==> src/rtl/mac_stream_driver_if.sv <==
// Handshake and operand bundle for mac_stream_driver.
// Carries the optional bias input when MAC_BIAS_EN is defined.
interface mac_stream_driver_if;
  logic        start;
  logic [7:0]  len;
  logic        abort;
  logic        in_valid;
  logic        in_ready;
  logic [15:0] in_a;
  logic [15:0] in_b;
  logic [15:0] mac_a;
  logic [15:0] mac_b;
  logic [31:0] mac_c;
  logic [31:0] mac_y;
  logic        out_valid;
  logic        out_ready;
  logic [31:0] out_data;
  logic        busy;
`ifdef MAC_BIAS_EN
  logic [31:0] bias;
`endif

  // Environment side: requester, operand source, MAC core and result sink.
  modport master (
    output start, len, abort, in_valid, in_a, in_b, mac_y, out_ready,
`ifdef MAC_BIAS_EN
    output bias,
`endif
    input  in_ready, mac_a, mac_b, mac_c, out_valid, out_data, busy
  );

  modport slave (
    input  start, len, abort, in_valid, in_a, in_b, mac_y, out_ready,
`ifdef MAC_BIAS_EN
    input  bias,
`endif
    output in_ready, mac_a, mac_b, mac_c, out_valid, out_data, busy
  );
endinterface

==> src/rtl/mac_stream_driver.sv <==
// Sequences fp16 operand pairs through an external fixed-latency MAC and returns the fp32 sum.
// Define MAC_BIAS_EN to seed the accumulator from the bias input instead of zero.
module mac_stream_driver #(
  parameter int unsigned MAC_LAT = 3
) (
  input logic                CLK,
  input logic                RESETn,
  mac_stream_driver_if.slave bus
);

  typedef enum logic [1:0] {IDLE, ISSUE, WAIT, DONE} state_e;

  localparam logic [3:0] LAT = MAC_LAT[3:0];

  state_e      state_q, state_d;
  logic [7:0]  rem_q, rem_d;
  logic [3:0]  wait_q, wait_d;
  logic [31:0] acc_q, acc_d;
  logic [15:0] mac_a_q, mac_a_d;
  logic [15:0] mac_b_q, mac_b_d;
  logic [31:0] mac_c_q, mac_c_d;
  logic [31:0] init_val;

`ifdef MAC_BIAS_EN
  assign init_val = bus.bias;
`else
  assign init_val = 32'h0000_0000;
`endif

  always_comb begin
    // NOTE: every target gets its hold value first, so no path through the case can infer a latch.
    state_d = state_q;
    rem_d   = rem_q;
    wait_d  = wait_q;
    acc_d   = acc_q;
    mac_a_d = mac_a_q;
    mac_b_d = mac_b_q;
    mac_c_d = mac_c_q;
    case (state_q)
      IDLE: begin
        if (bus.start) begin
          acc_d = init_val;
          if (bus.len == 8'd0) begin
            state_d = DONE;
          end else begin
            rem_d   = bus.len;
            state_d = ISSUE;
          end
        end
      end
      ISSUE: begin
        if (bus.abort) begin
          state_d = IDLE;
        end else if (bus.in_valid) begin
          mac_a_d = bus.in_a;
          mac_b_d = bus.in_b;
          mac_c_d = acc_q;
          rem_d   = rem_q - 8'd1;
          wait_d  = LAT;
          state_d = WAIT;
        end
      end
      WAIT: begin
        if (bus.abort) begin
          state_d = IDLE;
        end else begin
          wait_d = wait_q - 4'd1;
          // wait_q==1 marks the MAC_LAT-th edge after issue, where mac_y is valid.
          if (wait_q == 4'd1) begin
            acc_d   = bus.mac_y;
            state_d = (rem_q == 8'd0) ? DONE : ISSUE;
          end
        end
      end
      DONE: begin
        if (bus.abort || bus.out_ready) state_d = IDLE;
      end
      default: state_d = IDLE;
    endcase
  end

  // NOTE: sequential state uses non-blocking assignments so all registers update together on the edge.
  always_ff @(posedge CLK or negedge RESETn) begin
    if (!RESETn) begin
      state_q <= IDLE;
      rem_q   <= '0;
      wait_q  <= '0;
      acc_q   <= '0;
      mac_a_q <= '0;
      mac_b_q <= '0;
      mac_c_q <= '0;
    end else begin
      state_q <= state_d;
      rem_q   <= rem_d;
      wait_q  <= wait_d;
      acc_q   <= acc_d;
      mac_a_q <= mac_a_d;
      mac_b_q <= mac_b_d;
      mac_c_q <= mac_c_d;
    end
  end

  assign bus.in_ready  = (state_q == ISSUE);
  assign bus.out_valid = (state_q == DONE);
  assign bus.busy      = (state_q != IDLE);
  assign bus.out_data  = acc_q;
  assign bus.mac_a     = mac_a_q;
  assign bus.mac_b     = mac_b_q;
  assign bus.mac_c     = mac_c_q;

endmodule

==> src/flat_wrapper.sv <==
// flat-port wrapper written by rule: the top's interface ports become plain ports
module mac_stream_driver_flat 
#(
  parameter int unsigned MAC_LAT = 3
)
  (CLK, RESETn, bus_start, bus_len, bus_abort, bus_in_valid, bus_in_a, bus_in_b, bus_mac_y, bus_out_ready, bus_in_ready, bus_mac_a, bus_mac_b, bus_mac_c, bus_out_valid, bus_out_data, bus_busy);
  mac_stream_driver_if bus_i ();
  input logic CLK;
  input logic RESETn;
  input wire logic [$bits(bus_i.start)-1:0] bus_start;
  input wire logic [$bits(bus_i.len)-1:0] bus_len;
  input wire logic [$bits(bus_i.abort)-1:0] bus_abort;
  input wire logic [$bits(bus_i.in_valid)-1:0] bus_in_valid;
  input wire logic [$bits(bus_i.in_a)-1:0] bus_in_a;
  input wire logic [$bits(bus_i.in_b)-1:0] bus_in_b;
  input wire logic [$bits(bus_i.mac_y)-1:0] bus_mac_y;
  input wire logic [$bits(bus_i.out_ready)-1:0] bus_out_ready;
  output wire logic [$bits(bus_i.in_ready)-1:0] bus_in_ready;
  output wire logic [$bits(bus_i.mac_a)-1:0] bus_mac_a;
  output wire logic [$bits(bus_i.mac_b)-1:0] bus_mac_b;
  output wire logic [$bits(bus_i.mac_c)-1:0] bus_mac_c;
  output wire logic [$bits(bus_i.out_valid)-1:0] bus_out_valid;
  output wire logic [$bits(bus_i.out_data)-1:0] bus_out_data;
  output wire logic [$bits(bus_i.busy)-1:0] bus_busy;
  assign bus_i.start = bus_start;
  assign bus_i.len = bus_len;
  assign bus_i.abort = bus_abort;
  assign bus_i.in_valid = bus_in_valid;
  assign bus_i.in_a = bus_in_a;
  assign bus_i.in_b = bus_in_b;
  assign bus_i.mac_y = bus_mac_y;
  assign bus_i.out_ready = bus_out_ready;
  assign bus_in_ready = bus_i.in_ready;
  assign bus_mac_a = bus_i.mac_a;
  assign bus_mac_b = bus_i.mac_b;
  assign bus_mac_c = bus_i.mac_c;
  assign bus_out_valid = bus_i.out_valid;
  assign bus_out_data = bus_i.out_data;
  assign bus_busy = bus_i.busy;
  mac_stream_driver #(.MAC_LAT(MAC_LAT)) u_core (.CLK(CLK), .RESETn(RESETn), .bus(bus_i));
endmodule
==> config.mk <==
export PLATFORM = sky130hd
export DESIGN_NAME = mac_stream_driver_flat
export DESIGN_NICKNAME = d
export VERILOG_FILES = /design/src/rtl/mac_stream_driver_if.sv /design/src/rtl/mac_stream_driver.sv /design/src/flat_wrapper.sv
export SDC_FILE = /design/constraint.sdc
export NUM_CORES = 1
export LEC_CHECK = 0
export BUFFER_PORTS_ARGS = -buffer_cell sky130_fd_sc_hd__buf_2
export CELL_PAD_IN_SITES_DETAIL_PLACEMENT = 1
export CELL_PAD_IN_SITES_GLOBAL_PLACEMENT = 2
export CORE_MARGIN = 2
export CORE_UTILIZATION = 33
export CTS_CLUSTER_DIAMETER = 40
export CTS_CLUSTER_SIZE = 30
export DETAILED_ROUTE_END_ITERATION = 10
export MAX_ROUTING_LAYER = met4
export PLACE_DENSITY = 0.81
export SYNTH_ARGS = -nofsm -noshare
export SYNTH_HDL_FRONTEND = slang
export SYNTH_SLANG_ARGS = --single-unit
==> constraint.sdc <==
create_clock -name CLK -period 2.65 [get_ports CLK]
set_input_delay 0 -clock CLK [delete_from_list [all_inputs] [get_ports CLK]]
set_output_delay 0 -clock CLK [all_outputs]
set_load 0.01 [all_outputs]
# Word level (Yosys, flattened, before mapping)
# Index checks and enable logic that the tools add are counted.
# Widths: inputs -> output; s select.
# word_totals
regBits	110
input_bits	78
# op_classes
addsub	2
eq_ne	13
mux	22
bitwise	1
reduce_logical	13
# ops
cell	count
$mux 32	3
$pmux 32 s2	1
$mux 8	4
$logic_not 8->1	2
$mux 2	8
$pmux 8 s2	1
$mux 4	3
$reduce_and 4->1	3
$ne 2x2->1 const B	5
$pmux 2 s4	1
$pmux 4 s2	1
$reduce_bool 2->1	4
$sub 8x1->8 const B	1
$reduce_and 5->1	1
$eq 2x2->1 const B	2
$eq 4x1->1 const B	1
$ne 2x1->1 const B	2
$sub 4x1->4 const B	1
$ne 3x2->1 const B	1
$ne 3x3->1 const B	1
$reduce_and 3->1	1
$eq 2x1->1 const B	1
$logic_not 2->1	1
$logic_or 1x1->1	1
$not 1->1	1

# Logic depth before layout (Yosys ltp)
# Gate-level depths: netlist (run 1).
# logic_depth
depth_word	5
depth_mapped	8

# Least setup slack after synthesis (run 1)
# Ideal clock, no wire load.
# synth_timing
path_kind	register to register
from	register u_core.state_q[1]
to	register u_core.mac_c_q[0], in the netlist u_core.bus.mac_c[0]
setup_time_ps	127
arrival_time_ps	1481
setup_slack_ps	1042
stages_incl_launch_ff	7
path_buffers	4
period_less_slack_ps	1608
cell_sequence	dfrtp_1 buf_6 nor4bb_4 buf_6 buf_8 buf_6 mux2_1
# synth_between
elab_chain_len	2
# synth_rtl
item	line_no	text
start: declaration	mac_stream_driver.sv:15	state_e state_q, state_d;
start signal: assignment	mac_stream_driver.sv:93	state_q <= state_d;
$eq 2x1->1	mac_stream_driver.sv:39	case (state_q)
$reduce_and 3->1 (no source line)	n/a	
end signal: assignment	mac_stream_driver.sv:99	mac_c_q <= mac_c_d;
end: declaration	mac_stream_driver.sv:21	logic [31:0] mac_c_q, mac_c_d;
# No other way between the ends.
# A chain may end at the register's enable or synchronous reset.

# Final worst setup path (run 1)
# layout_timing
from	register u_core.wait_q[0]
to	register u_core.acc_q[9], in the netlist u_core.bus.out_data[9]
# layout_between
elab_chain_len	3
# layout_rtl
item	line_no	text
start: declaration	mac_stream_driver.sv:17	logic [3:0] wait_q, wait_d;
start signal: assignment	mac_stream_driver.sv:95	wait_q <= wait_d;
$eq 4x1->1	mac_stream_driver.sv:69	if (wait_q == 4'd1) begin
$ne 2x1->1 (no source line)	n/a	
$reduce_and 4->1 (no source line)	n/a	
end signal: assignment	mac_stream_driver.sv:88	acc_q <= '0;
end signal: assignment	mac_stream_driver.sv:96	acc_q <= acc_d;
end: declaration	mac_stream_driver.sv:18	logic [31:0] acc_q, acc_d;
# No other way between the ends.

==> impl_results.md, run 1 <==
- Max FO, Critical Path: 41
- Setup Buffers After CTS: 0
- Initial antenna violation count: 0
- Max stage delay cell, worst path: mux2i_4
- CP max stage delay: 0.54 ns
- Leading cell type in the layout, fill and taps excluded: buf_2
- Max Cap Violations: 0
- Largest net degree at the start of global routing: 84
- Worst Path Arrival: 2.46 ns
- Ant. Diodes: 0
- Post-DRT Antenna Nets: 0
- Max-slew violations: 0
- I/O pin count: 177
- Fillers: 1546
- Die height: 124.4 µm
- TritonCTS clock tree: done
- Fmax: 453.7 MHz
- Core ar.: 0.01404 mm²
- Post-synthesis cell count: 390
- Clk buf depth: 2
- Total global routing track utilization: 18.42%
- Rows: 43
- DP Cell Count: 724
- Critical Path Sink Type: flip-flop
- Status: completed
- Synth unique cells: 40
- Root Driver: clkbuf_16
- Worst hold path type: in2reg
- Final Non-Filler Cells: 813
- Worst-margin pin slew: 0.6835 ns
- PortBufs: 176
- Max IR drop VDD: 0.0004205 V
- Crit Path Category: reg2reg
- Clk sinks: 110
- Inserted Clock Buffers: 9
- Die W: 124.4 µm
- Mapped Nets: 472
- Via/cell ratio: 4.888
- Layout cells sized above 1: 40.44%
- Crit-path cells: ha_1, nor4b_2, mux2i_4, buf_4, o21ai_0, o31ai_1
- DP HPWL: 8708 µm
- Placed instance area: 0.005789 mm²
- Worst-path clk slew: 0.07 ns
- Global-route wire length before repair: 22620 µm
- RSZ-0062 raised after global routing: false
- Final Hold Violating Endpoints: 0
- Leakage: 3.337 nW
- Die ar.: 0.01547 mm²
- Total number of vias: 3974
- Final core utilization: 48.46%
- Initial Util: 34.05%
- Final Cell Area: 0.006805 mm²
- Final #Nets: 710
- CTS H-tree lvls: 3
- Area added between synthesis and finish: 42.35%
- Mean Syn Cell Area: 12.26 µm²
- Final Cycle Share: 83.16%
- Worst relative slew slack: 53.46%
- Worst-skew pair later-pin latency: 0.35 ns
- Post-Route Setup TNS: 0 ns
- Min Tclk post-route: 2.204 ns
- Final WL: 13370 µm
- Overflow after GRT: 0
- Final Wtd Congestion: 0.7849
- Initial drt markers: 153
- #FFs+latches synth: 110
- Synth warn: 0
- Largest cells by area after synthesis: dfrtp_1 (58%), mux2_2 (11%), o31ai_1 (5.7%), mux2_1 (3.8%), o21ai_0 (3.3%)
- Register area share after synthesis: 57.58%
- Startpoint Class: flip-flop
- DR pass1 iterations: 4
- Worst hold margin: 0.02578 ns
- Most frequent cells in the layout: buf_2 (175), dfrtp_1 (109), dlygate4sd3_1 (73), mux2_2 (48), nand2_1 (39)
- Yosys top cell area share: 57.58%
- Synth area leader: dfrtp_1
- Vias in the first global route: 4388
- DRC: 0
- Final setup fails: 0
- Power per cell area: 872.1 mW/mm²
- Final clock skew: 0.007401 ns
- Data required, critical path: 2.90 ns
- Wire per inst: 16.44 µm
- Synthesized area: 0.004781 mm²
-- synth_stat cells --
| master | number |
|---|---|
| dfrtp_1 | 110 |
| mux2_2 | 48 |
| nand2_1 | 39 |
| o31ai_1 | 36 |
| o21ai_0 | 32 |
| mux2_1 | 16 |
| clkbuf_1 | 13 |
| nor2_1 | 13 |
| a21oi_1 | 10 |
| o21ai_1 | 8 |
| buf_4 | 6 |
| buf_6 | 6 |
| inv_1 | 5 |
| nor3_1 | 5 |
| ha_1 | 4 |
| nor3b_1 | 4 |
| a2bb2oi_1 | 3 |
| buf_2 | 3 |
| nor4_1 | 3 |
| o22ai_1 | 3 |
| buf_8 | 2 |
| nand2b_1 | 2 |
| xor2_1 | 2 |
| a211oi_1 | 1 |
| a211oi_2 | 1 |
| a21oi_4 | 1 |
| a22oi_1 | 1 |
| and2_1 | 1 |
| and3_1 | 1 |
| and4b_1 | 1 |
| clkinv_1 | 1 |
| mux2i_1 | 1 |
| nand4_1 | 1 |
| nand4b_1 | 1 |
| nor2b_1 | 1 |
| nor4b_2 | 1 |
| nor4bb_4 | 1 |
| o22a_1 | 1 |
| or2_4 | 1 |
| or3b_2 | 1 |
-- per-layer routing --
layer | vias to the layer above | GRT usage, % | share of wire (%)
li1 | 1870 | - | -
met1 | 1965 | 22.16 | 44
met2 | 127 | 31.40 | 50
met3 | 12 | 4.124 | 4.5
met4 | 0 | 4.759 | 1.0
met5 | - | - | 0
-- registers in the layout, indices dropped and copies added (netlist names) --
register	cells
u_core.rem_q	8
u_core.bus.mac_c	32
u_core.bus.mac_a	16
u_core.bus.mac_b	16
u_core.bus.out_data	32
u_core.wait_q	4
u_core.state_q	2
-- layout make-up --
class                      instances  area [µm²]  area share (%)
sequential                       110        2754           40.47
multi-input combinational        244        1819           26.73
timing repair buffer             257        1699           24.97
clock buffer                      11       242.7           3.567
tap                              180       225.2           3.309
clock inverter                     5       42.54          0.6251
inverter                           6       22.52          0.3309
-- timing repair --
action,in CTS,in global routing
hold buffers,73,0
setup endpoints to repair,0,0
resized for setup,0,0
hold endpoints to repair,98,0
-- kinds of logic after synthesis --
logic type / share of synthesized area (%)
AND/OR/NAND/NOR: 8.009
AO/OA/AOI/OAI: 12.93
buffers and inverters: 4.789
multiplexers: 15.28
XOR/XNOR: 0.3665
adder cells (fa/ha/maj): 1.047
flip-flops: 57.58
-- where the power goes --
group	switching, W	internal [W]	total (W)	leakage (nW)
logic	0.00110	0.000970	0.00207	1.77
registers	0.000340	0.00221	0.00255	1.43
clock network	0.000644	0.000673	0.00132	0.130
total	0.00209	0.00385	0.00594	3.34
-- critical path, delay by kind of cell (launching register included) --
kind                     cells  cell delay (ns)
buffers and inverters        1             0.47
adder cells (fa/ha/maj)      1             0.22
multiplexers                 1             0.54
flip-flops                   1             0.43
AO/OA/AOI/OAI                2             0.26
AND/OR/NAND/NOR              1             0.17
-- worst paths after layout --
check                      slack, ns                             from  cells past startpoint                                 end
hold / removal                  0.03                       bus_len[5]                      3         u_core.rem_q[5]$_DFFE_PN0P_
min in group asynchronous       0.13                           RESETn                      2     u_core.bus.mac_b[4]$_DFFE_PN0P_
setup / recovery                0.45     u_core.wait_q[0]$_DFFE_PN0P_                      6  u_core.bus.out_data[9]$_DFFE_PN0P_
max in group asynchronous       1.73                           RESETn                      3    u_core.bus.mac_c[31]$_DFFE_PN0P_
setup reg to reg                0.45     u_core.wait_q[0]$_DFFE_PN0P_                      6  u_core.bus.out_data[9]$_DFFE_PN0P_
hold reg to reg                 0.48  u_core.bus.mac_b[6]$_DFFE_PN0P_                      1     u_core.bus.mac_b[6]$_DFFE_PN0P_
-- through the flow --
stage,power [W],worst slack [ns]
after detailed placement,0.004581,0.4584
after global placement,0.004475,0.5726
after floorplan,0.003735,1.042
final,0.005935,0.4461
after CTS,0.006007,0.4282
after global routing,0.006346,0.2582
Note: power is estimated with default switching activity, not from simulation.
==> run 2, diff against run 1 <==
--- a/config.mk
+++ b/config.mk
@@ -9,12 +9,12 @@
 export CELL_PAD_IN_SITES_DETAIL_PLACEMENT = 1
 export CELL_PAD_IN_SITES_GLOBAL_PLACEMENT = 2
 export CORE_MARGIN = 2
-export CORE_UTILIZATION = 33
+export CORE_UTILIZATION = 31
 export CTS_CLUSTER_DIAMETER = 40
 export CTS_CLUSTER_SIZE = 30
 export DETAILED_ROUTE_END_ITERATION = 10
 export MAX_ROUTING_LAYER = met4
-export PLACE_DENSITY = 0.81
+export PLACE_DENSITY = 0.77
 export SYNTH_ARGS = -nofsm -noshare
 export SYNTH_HDL_FRONTEND = slang
 export SYNTH_SLANG_ARGS = --single-unit
==> constraint.sdc (replaced) <==
create_clock -name CLK -period 2.13 [get_ports CLK]
set_input_delay 0 -clock CLK [delete_from_list [all_inputs] [get_ports CLK]]
set_output_delay 0 -clock CLK [all_outputs]
set_load 0.01 [all_outputs]
==> impl_results.md, run 2 (synthesis results as in run 1) <==
- Final Wtd Congestion: 0.7670
- Initial antenna violation count: 0
- Total global routing track utilization: 17.28%
- I/O pin count: 177
- Final #Nets: 716
- Final core utilization: 45.51%
- Clk sinks: 110
- Comb pwr share: 34.7%
- Clk pwr share: 23.3%
- Core ar.: 0.01515 mm²
- Hold Path Cell Cnt: 3
- Internal power: 0.004903 W
- PortBufs: 176
- Switching share of power: 34.84%
- Total number of vias: 3967
- Post-Route Setup TNS: 0 ns
- RSZ-0062 raised after global routing: false
- Fmax: 533.3 MHz
- DP HPWL: 8885 µm
- Max Cap Violations: 0
- Startpoint Class: flip-flop
- Post-DRT Antenna Nets: 0
- Die W: 128.2 µm
- Largest net degree at the start of global routing: 69
- Final Cycle Share: 88.03%
- Cts repair resizes: 0
- Die height: 128.2 µm
- Wire per inst: 16.32 µm
- Final Hold Violating Endpoints: 0
- Via/cell ratio: 4.803
- Max IR drop VDD: 0.0004993 V
- Rows: 45
- Worst-path clk slew: 0.08 ns
- Leakage: 3.387 nW
- Worst-margin pin slew: 0.7339 ns
- P_sw: 0.002622 W
- Status: completed
- Clk buf depth: 2
- Crit Path Category: reg2reg
- R2R depth: 3
- Worst hold path type: in2reg
- Leading cell type in the layout, fill and taps excluded: buf_2
- Area added between synthesis and finish: 44.18%
- Min Tclk post-route: 1.875 ns
- Worst-skew pair later-pin latency: 0.35 ns
- Worst Path Arrival: 2.12 ns
- Vias in the first global route: 4221
- Final clock skew: 0.006541 ns
- TritonCTS clock tree: done
- Final WL: 13480 µm
- Root Driver: clkbuf_16
- Ant. Diodes: 0
- DRC: 0
- Power per cell area: 1092 mW/mm²
- Global-route wire length before repair: 21770 µm
- Layout cells sized above 1: 40.91%
- Max-slew violations: 0
- Critical Path Sink Type: flip-flop
- CTS H-tree lvls: 3
- DR pass1 iterations: 4
- Reg power frac: 42.0%
- Most frequent cells in the layout: buf_2 (175), dfrtp_1 (109), dlygate4sd3_1 (74), mux2_2 (48), nand2_1 (39)
- Worst relative slew slack: 51.08%
- Initial drt markers: 112
- Hold-fix buffer count after cts: 74
- Setup Buffers After CTS: 0
- Inserted Clock Buffers: 9
- Overflow after GRT: 0
- Die ar.: 0.01643 mm²
- Final setup fails: 0
- Max FO, Critical Path: 68
- Initial Util: 31.57%
- Data required, critical path: 2.37 ns
## run 2: final cells by class
type | count | area [µm²]
multi-input combinational | 244 | 1819
fill | 1673 | 8253
tap | 188 | 235.2
timing repair buffer | 263 | 1759
clock buffer | 9 | 225.2
inverter | 6 | 22.52
sequential | 110 | 2754
clock inverter | 6 | 77.57
## run 2: through the flow
step	hold WS, ns	power, W	setup slack (ns)	area [µm²]	cells
6_report	0.03338	0.007525	0.2550	6893	826
5_1_grt	0.04491	0.008053	0.1899	6893	826
4_1_cts	0.01226	0.007635	0.2555	6893	826
3_5_place_dp	0.1125	0.005728	0.2637	5849	737
3_3_place_gp	0.1040	0.005620	0.3330	5849	737
2_1_floorplan	-0.2956	0.004646	0.5217	4781	390
## run 2: routing by layer
layer | share of wire (%) | up-vias | wire, µm | global-route usage, %
met1 | 45 | 1947 | 6046 | 20.91
li1 | - | 1884 | - | -
met5 | 0 | - | 0 | -
met4 | 1.2 | 0 | 156 | 4.654
met2 | 49 | 124 | 6570 | 28.88
met3 | 5.3 | 12 | 711 | 4.257
## run 2: final timing paths
| check | end | start | slack, ns |
|---|---|---|---|
| hold / removal | u_core.rem_q[0]$_DFFE_PN0P_ | bus_len[0] | 0.03 |
| min in group asynchronous | u_core.bus.mac_c[17]$_DFFE_PN0P_ | RESETn | 0.25 |
| hold reg to reg | u_core.bus.mac_b[10]$_DFFE_PN0P_ | u_core.bus.mac_b[10]$_DFFE_PN0P_ | 0.48 |
| setup / recovery | u_core.bus.mac_c[9]$_DFFE_PN0P_ | u_core.state_q[1]$_DFFE_PN0P_ | 0.25 |
| max in group asynchronous | u_core.bus.out_data[15]$_DFFE_PN0P_ | RESETn | 1.20 |
| setup reg to reg | u_core.bus.mac_c[9]$_DFFE_PN0P_ | u_core.state_q[1]$_DFFE_PN0P_ | 0.25 |
## run 2: power by group through the flow
stage	registers (W)	clock network [W]	logic, W
after detailed placement	0.00320	0	0.00253
after global placement	0.00317	0	0.00245
after floorplan	0.00339	0	0.00125
final	0.00316	0.00175	0.00261
after CTS	0.00316	0.00183	0.00264
after global routing	0.00327	0.00190	0.00289
## run 2: critical path, stage by stage, from the launching register on
cell and delay [ns]:
dfrtp_1 0.52, nor4bb_4 0.42, buf_12 0.36, mux2_2 0.39
==> run 3, diff against run 2 <==
==> constraint.sdc (replaced) <==
create_clock -name CLK -period 2.13 [get_ports CLK]
set_input_delay 0.426 -clock CLK [delete_from_list [all_inputs] [get_ports CLK]]
set_output_delay 0.426 -clock CLK [all_outputs]
set_load 0.01 [all_outputs]
==> impl_results.md, run 3 (synthesis results as in run 1) <==
- Area of the multi-input gates: 0.001819 mm²
- Worst-margin pin slew: 0.6147 ns
- Via/cell ratio: 4.903
- Final Wtd Congestion: 0.7679
- Die height: 128.2 µm
- Rows: 45
- Final #Nets: 642
- DR pass1 iterations: 4
- Leading cell type in the layout, fill and taps excluded: buf_2
- Final worst setup slack: 0.1240 ns
- Worst-path clk slew: 0.07 ns
- Max stage delay cell, worst path: dfrtp_1
- Clk buf depth: 2
- RSZ-0062 raised after global routing: false
- CTS H-tree lvls: 3
- Max-slew violations: 0
- Inserted Clock Buffers: 9
- Delay-heaviest family, CP: flip-flops
- Final Hold Violating Endpoints: 0
- Post-Route Setup TNS: 0 ns
- Final clock skew: 0.007043 ns
- Worst hold path type: in2reg
- Fmax: 498.5 MHz
- Hold path start: bus_in_b[4]
- Post-DRT Antenna Nets: 0
- Vias in the first global route: 3923
- Initial Util: 31.57%
- Final Total Pwr: 0.007434 W
- Data required, critical path: 1.70 ns
- R2R depth: 3
- Max IR drop VDD: 0.0005121 V
- Final setup fails: 0
- Overflow after GRT: 0
- Total number of vias: 3692
- Most frequent cells in the layout: buf_2 (175), dfrtp_1 (109), mux2_2 (48), nand2_1 (39), o31ai_1 (36)
- Leakage: 3.085 nW
- Buf+Inv Stages, Crit Path: 2
- Crit Reg-Reg Endpoint: u_core.bus.mac_a[7]$_DFFE_PN0P_
- Min Tclk post-route: 2.006 ns
- R2r startpoint: u_core.state_q[1]$_DFFE_PN0P_
- Core ar.: 0.01515 mm²
- Power per cell area: 1208 mW/mm²
- Max FO, Critical Path: 10
- Global-route wire length before repair: 20390 µm
- Clk sinks: 110
- Reg area: 0.002754 mm²
- Ant. Diodes: 0
- CP max stage delay: 0.60 ns
- Max Cap Violations: 0
- Die W: 128.2 µm
- Reg2reg setup slack: 0.26 ns
- Crit Path Category: reg2out
- Final WL: 12600 µm
- Pre-CTS worst setup slack: 0.2445 ns
- Worst-skew pair later-pin latency: 0.34 ns
- Setup Buffers After CTS: 0
- Initial antenna violation count: 0
- Worst Path Arrival: 1.58 ns
- DP HPWL: 8970 µm
- Cts repair resizes: 0
- Critical Path Sink Type: output pin
- Root Driver: clkbuf_16
- I/O pin count: 177
- Hold endpoint: u_core.bus.mac_b[4]$_DFFE_PN0P_
- Worst relative slew slack: 58.64%
- Hold Path Cell Cnt: 2
- Startpoint Class: flip-flop
- TritonCTS clock tree: done
- DRC: 0
- Layout cells sized above 1: 46.02%
- Final Cycle Share: 94.18%
- Largest net degree at the start of global routing: 69
- Wire per inst: 16.74 µm
- Area added between synthesis and finish: 28.68%
- Initial drt markers: 156
- Die ar.: 0.01643 mm²
- PortBufs: 176
- Total global routing track utilization: 16.10%
- Fillers: 1695
- Status: completed
- Crit-path cells: nand2b_1, clkinv_1, buf_2
==> run 3: how the worst max path moves through the flow <==
| stage | startpoint | end | slack (ns) | depth (start not counted) |
|---|---|---|---|---|
| 4_1_cts | u_core.state_q[1]$_DFFE_PN0P_ | bus_in_ready | 0.1 | 3 |
| 5_1_grt | u_core.state_q[1]$_DFFE_PN0P_ | bus_in_ready | 0.005 | 3 |
| 2_1_floorplan | u_core.state_q[0]$_DFFE_PN0P_ | bus_out_valid | 0.47 | 4 |
| 3_5_place_dp | u_core.state_q[1]$_DFFE_PN0P_ | u_core.bus.mac_a[7]$_DFFE_PN0P_ | 0.24 | 3 |
| 6_report | u_core.state_q[1]$_DFFE_PN0P_ | bus_in_ready | 0.12 | 3 |
| 3_3_place_gp | u_core.state_q[1]$_DFFE_PN0P_ | u_core.bus.mac_c[6]$_DFFE_PN0P_ | 0.30 | 3 |
==> run 3: cell type report <==
| type | count | share of cell area (%) |
|---|---|---|
| clock buffer | 10 | 3.722 |
| inverter | 6 | 0.3661 |
| sequential | 110 | 44.76 |
| clock inverter | 6 | 1.363 |
| timing repair buffer | 189 | 16.39 |
| tap | 188 | 3.823 |
| multi-input combinational | 244 | 29.57 |
==> run 3: report_power, final <==
| part | switching, W | total, W | leakage (nW) | internal [W] |
|---|---|---|---|---|
| Clock | 0.000753 | 0.00178 | 0.157 | 0.00103 |
| Sequential | 0.000427 | 0.00317 | 1.43 | 0.00274 |
| Combinational | 0.00135 | 0.00248 | 1.49 | 0.00113 |
| Total | 0.00253 | 0.00743 | 3.09 | 0.00491 |
==> run 3: per-layer routing <==
layer	vias up	wire [µm]	GRT usage [%]
li1	1734	-	-
met1	1819	5824	20.87
met2	127	5827	25.16
met3	12	756	3.381
met4	0	193	5.495
met5	-	0	-
==> run 3: worst register-to-register path, stage by stage, from the launching register on <==
cell and delay, ns:
dfrtp_1 0.53, nor4bb_4 0.42, buf_12 0.38, mux2_2 0.43
==> run 3: stage by stage <==
step                      hold WS, ns  cells  utilization [%]  area (µm²)
after CTS                      0.2851    753            40.62        6152
after global routing           0.2926    753            40.62        6152
final                          0.3017    753            40.62        6152
after global placement         0.3638    736            38.49        5829
after floorplan                0.1304    390                -        4781
after detailed placement       0.3710    736            38.49        5829
==> run 3: what timing repair did <==
item / in CTS / in global routing
hold endpoints to repair: 26 / 0
hold buffers: 1 / 0
setup endpoints to repair: 0 / 0
